**config.mk**
```make
export PLATFORM = sky130hd
export DESIGN_NAME = multiplier_controller_flat
export DESIGN_NICKNAME = d
export VERILOG_FILES = /design/src/rtl/multiplier_controller_pkg.sv /design/src/rtl/multiplier_controller_if.sv /design/src/rtl/multiplier_controller.sv /design/src/flat_wrapper.sv
export SDC_FILE = /design/constraint.sdc
export NUM_CORES = 1
export LEC_CHECK = 0
export ABC_AREA = 1
export BUFFER_PORTS_ARGS = -buffer_cell sky130_fd_sc_hd__buf_2
export CAP_MARGIN = 20
export CORE_AREA = 2 2 39 41
export CTS_CLUSTER_SIZE = 14
export DETAILED_ROUTE_END_ITERATION = 6
export DIE_AREA = 0 0 41 43
export SLEW_MARGIN = 40
export SYNTH_ARGS = -nofsm -noshare
export SYNTH_HDL_FRONTEND = slang
export SYNTH_SLANG_ARGS = --single-unit
```
**constraint.sdc**
```tcl
create_clock -name clk -period 1 [get_ports clk]
set_input_delay 0.15 -clock clk [delete_from_list [all_inputs] [get_ports clk]]
set_output_delay 0.15 -clock clk [all_outputs]
set_load 0.05 [all_outputs]
```
**src/rtl/multiplier_controller_pkg.sv**
```systemverilog
// Shared constants and state type for the shift-add multiplier controller.
package mult_pkg;

    localparam int MULT_WIDTH = 4;
    localparam int COUNT_W    = 3;

    typedef enum logic [2:0] {
        IDLE  = 3'd0,
        INIT  = 3'd1,
        TEST  = 3'd2,
        ADD   = 3'd3,
        SHIFT = 3'd4,
        DONE  = 3'd5
    } ctrl_state_t;

endpackage

```
**src/rtl/multiplier_controller_if.sv**
```systemverilog
// Handshake, counter and datapath strobe bundle between the controller and its neighbours.
interface multiplier_controller_if
    import mult_pkg::*;
    ();

    logic               start;
    logic [COUNT_W-1:0] count;
    logic               q0;
    logic               ctr_reset;
    logic               ctr_decrement;
    logic               load;
    logic               add;
    logic               shift;
    logic               ready;
    logic               done;

    modport master (
        input  start, count, q0,
        output ctr_reset, ctr_decrement, load, add, shift, ready, done
    );

    modport slave (
        output start, count, q0,
        input  ctr_reset, ctr_decrement, load, add, shift, ready, done
    );

endinterface

```
**src/rtl/multiplier_controller.sv**
```systemverilog
// Moore control FSM for the shift-add multiplier: sequences load, add/shift
// iterations against the external iteration counter and signals completion.
module multiplier_controller
    import mult_pkg::*;
(
    input  logic                    clk,
    input  logic                    n_reset,
    multiplier_controller_if.master bus
);

    ctrl_state_t state;
    ctrl_state_t state_next;

    logic ctr_reset_q;
    logic ctr_decrement_q;
    logic load_q;
    logic add_q;
    logic shift_q;
    logic ready_q;
    logic done_q;

    always_ff @(posedge clk or negedge n_reset) begin
        if (!n_reset) begin
            state <= IDLE;
        end else begin
            state <= state_next;
        end
    end

    // Outputs decode from state only; count and q0 steer just the TEST exit.
    // Any count other than zero (even beyond MULT_WIDTH) keeps the loop going.
    always_comb begin
        state_next      = IDLE;
        ctr_reset_q     = 1'b0;
        ctr_decrement_q = 1'b0;
        load_q          = 1'b0;
        add_q           = 1'b0;
        shift_q         = 1'b0;
        ready_q         = 1'b0;
        done_q          = 1'b0;
        case (state)
            IDLE: begin
                ready_q    = 1'b1;
                state_next = bus.start ? INIT : IDLE;
            end
            INIT: begin
                load_q      = 1'b1;
                ctr_reset_q = 1'b1;
                state_next  = TEST;
            end
            TEST: begin
                if (bus.count == '0) begin
                    state_next = DONE;
                end else if (bus.q0) begin
                    state_next = ADD;
                end else begin
                    state_next = SHIFT;
                end
            end
            ADD: begin
                add_q      = 1'b1;
                state_next = SHIFT;
            end
            SHIFT: begin
                shift_q         = 1'b1;
                ctr_decrement_q = 1'b1;
                state_next      = TEST;
            end
            DONE: begin
                done_q     = 1'b1;
                state_next = IDLE;
            end
            default: begin
                state_next = IDLE;
            end
        endcase
    end

    assign bus.ctr_reset     = ctr_reset_q;
    assign bus.ctr_decrement = ctr_decrement_q;
    assign bus.load          = load_q;
    assign bus.add           = add_q;
    assign bus.shift         = shift_q;
    assign bus.ready         = ready_q;
    assign bus.done          = done_q;

endmodule

```
**src/flat_wrapper.sv**
```systemverilog
// flat-port wrapper written by rule: the top's interface ports become plain ports
module multiplier_controller_flat import mult_pkg::*;
  (clk, n_reset, bus_start, bus_count, bus_q0, bus_ctr_reset, bus_ctr_decrement, bus_load, bus_add, bus_shift, bus_ready, bus_done);
  multiplier_controller_if bus_i ();
  input  logic clk;
  input  logic n_reset;
  input wire logic [$bits(bus_i.start)-1:0] bus_start;
  input wire logic [$bits(bus_i.count)-1:0] bus_count;
  input wire logic [$bits(bus_i.q0)-1:0] bus_q0;
  output wire logic [$bits(bus_i.ctr_reset)-1:0] bus_ctr_reset;
  output wire logic [$bits(bus_i.ctr_decrement)-1:0] bus_ctr_decrement;
  output wire logic [$bits(bus_i.load)-1:0] bus_load;
  output wire logic [$bits(bus_i.add)-1:0] bus_add;
  output wire logic [$bits(bus_i.shift)-1:0] bus_shift;
  output wire logic [$bits(bus_i.ready)-1:0] bus_ready;
  output wire logic [$bits(bus_i.done)-1:0] bus_done;
  assign bus_i.start = bus_start;
  assign bus_i.count = bus_count;
  assign bus_i.q0 = bus_q0;
  assign bus_ctr_reset = bus_i.ctr_reset;
  assign bus_ctr_decrement = bus_i.ctr_decrement;
  assign bus_load = bus_i.load;
  assign bus_add = bus_i.add;
  assign bus_shift = bus_i.shift;
  assign bus_ready = bus_i.ready;
  assign bus_done = bus_i.done;
  multiplier_controller u_core (.clk(clk), .n_reset(n_reset), .bus(bus_i));
endmodule
```
==> run summary <==
Post-Place Cell Area = 335 µm²
biggest area consumer among synthesized cells = dfrtp_1
horizontal extent of the die = 41 µm
average wire per standard cell = 6.83 µm
worst path buffer plus inverter count = 2
final antenna-violating net count = 0
final net count = 62
most frequent standard cell in the layout excluding fill and tap cells = nand2_1
part of the cycle the worst path needs = 128%
number of antenna violations at the first check in global routing = 0
maximum root-to-sink buffer count = 2
launching element type of the critical path = flip-flop
Reg with most FFs = u_core.state
Detailed Route Iter0 Violations = 2
post-layout worst setup margin = -0.279 ns
via count of the first global-routing pass = 226
number of endpoints with negative hold slack in the final report = 0
Max Fclk = 782 MHz
wire length of the first global-routing pass = 848 µm
count of standard-cell rows = 14
fraction of synthesized cell area taken by the top area cell type = 36.4%
Clk Tree Root Cell = clkbuf_4
post-route DRC violation count = 0
routability cong. = 0.622
detailed-route via count = 248
RSZ-0062 raised after global routing = true
proportion of synthesized chip area in sequential cells = 36.4%
clock sink count = 3
violated checks = negative setup slack
synth unique cells = 9
minimum hold slack = 0.129 ns
CP Max Fanout = 4
setup total negative slack = -1.82 ns
worst relative slew slack = 88.3%
CP cell instances = nor2_2 -> inv_2 -> nor2_4 -> buf_8
final period demand of the worst path = 1.28 ns
Setup Crit Path Kind = flip-flop to output port
Worst Path Arrival = 1.13 ns
I/O pin total = 14
Chip Height = 43 µm
final non-filler cell total = 70
Yosys warning count = 0
Post-Syn Instances = 33
Slew Viols, Final = 0
post-synth design cell area = 206 µm²
Clk pin slew, worst setup/hold paths = 0.04 ns
slowest stage cell, crit path = dfrtp_1
ratio of cells with drive above 1 in the final layout = 57.4%
status = complete, but fails checks
clock buffer count from CTS = 3
Static Leakage = 0.000233 µW
flip-flop count of the largest register after layout = 3
Max IR drop VDD = 0.000911 V
required time worst endpoint = 0.85 ns
max-cap check violation count = 0
total power per unit cell area = 3980 nW/µm²
worst slack at placement = -0.113 ns
total global routing track utilization = 7.65%
largest cells by area after synthesis = dfrtp_1, nand2_1, nor2_2
CP peak stage delay = 0.40 ns
fill cell total of the finished layout = 152
Syn-to-layout area delta = 116%
Syn Area/Cell = 6.26 µm²
floorplan core area = 1380 µm²
Hold Crit Class = primary input to flip-flop
Post-Route Skew = 0.000794 ns
footprint of the multi-input gates = 119 µm²
antenna diode count = 0
register bit count reported by yosys = 3
actual transition at the worst max-transition pin = 0.173 ns
CTS tree = built
Via density = 3.54
Storage cell area = 75.1 µm²
Final Setup Violations = 7
Critical Path Sink Type = output port
post-route standard cell area excluding fillers = 445 µm²
top flop regs = u_core.state x3
Post-Syn Nets = 40
largest net degree at the start of global routing = 6
Detail Placement HPWL = 373 µm
Initial Utilization = 14.9%
highest-count cells in the layout ignoring fill and taps = nand2_1, buf_2, buf_8
family of cells with the greatest summed delay on the critical path = flip-flops
total wirelength of the detailed-routed design = 478 µm
latest clock arrival within the worst-skew pair = 0.23 ns
number of buffers inserted by port buffering = 13
maximum level of the CTS H-tree = 1
DP Cell Count = 65
Die Area = 1760 µm²
First-pass DRT Iterations = 2
leftover overflow at the end of global routing = 0
## power breakdown
group	switching (µW)	total (µW)	internal, µW
Combinational	771	1330	555
Clock	62.1	212	149
Sequential	52.9	234	181
Total	886	1770	886
## worst register-to-register path: stages, from the launching register on
cell	delay, ns
dfrtp_1	0.40
nor2_2	0.14
inv_2	0.07
nor2_4	0.11
buf_6	0.11
nand2_2	0.04
nand2_1	0.04
## metal layers
metal | vias to the layer above | part of all wire, % | GRT usage [%]
met2 | 11 | 51 | 10.0
met1 | 100 | 40 | 8.41
met3 | 0 | 8.6 | 4.71
met5 | - | 0 | 0
li1 | 137 | - | -
met4 | 0 | 0 | 6.00
## synth_stat cells (all sizes together)
master and count:
buf 2, nand2 12, nand3 2, dfrtp 3, nor2 7, o21ai 1
inv 6
## final timing paths
| check | from | endpoint | slack [ns] | cells past startpoint |
|---|---|---|---|---|
| min in group asynchronous | n_reset | u_core.state[2]$_DFF_PN0_ | 0.24 | 2 |
| worst min register to register | u_core.state[1]$_DFF_PN0_ | u_core.state[2]$_DFF_PN0_ | 0.68 | 4 |
| worst max-delay path | u_core.state[1]$_DFF_PN0_ | bus_shift | -0.28 | 4 |
| worst max register to register | u_core.state[1]$_DFF_PN0_ | u_core.state[0]$_DFF_PN0_ | 0.03 | 6 |
| max in group asynchronous | n_reset | u_core.state[1]$_DFF_PN0_ | 0.65 | 2 |
| worst min-delay path | bus_start | u_core.state[0]$_DFF_PN0_ | 0.13 | 3 |
## metrics by stage
step	util, %	total power, µW
final	32.2	1770
after global routing	32.2	1900
after CTS	30.1	1660
after detailed placement	24.2	1260
after global placement	24.2	1250
after floorplan	-	1030
## what timing repair did
action,CTS,global route
gates resized for setup,14,8
pin swaps,3,6
buffers inserted,0,1
endpoints found under the hold margin,3,0
hold buffers,1,0
setup endpoints to repair,7,10
## layout make-up
cell class | instances | area share (%)
Inverter | 6 | 5.90
Multi-Input combinational cell | 22 | 26.7
Clock buffer | 4 | 5.90
Tap cell | 16 | 4.49
Timing Repair Buffer | 19 | 40.2
Sequential cell | 3 | 16.9
## kinds of logic (layout without fill, tap and decap cells)
logic type | Yosys count | count (layout) | synth area share (%)
and+or+nand+nor | 21 | 21 | 43.0
buffers and inverters | 8 | 29 | 18.2
DFF | 3 | 3 | 36.4
AOI/OAI and AO/OA | 1 | 1 | 2.42
Note: power is estimated with default switching activity, not from simulation.
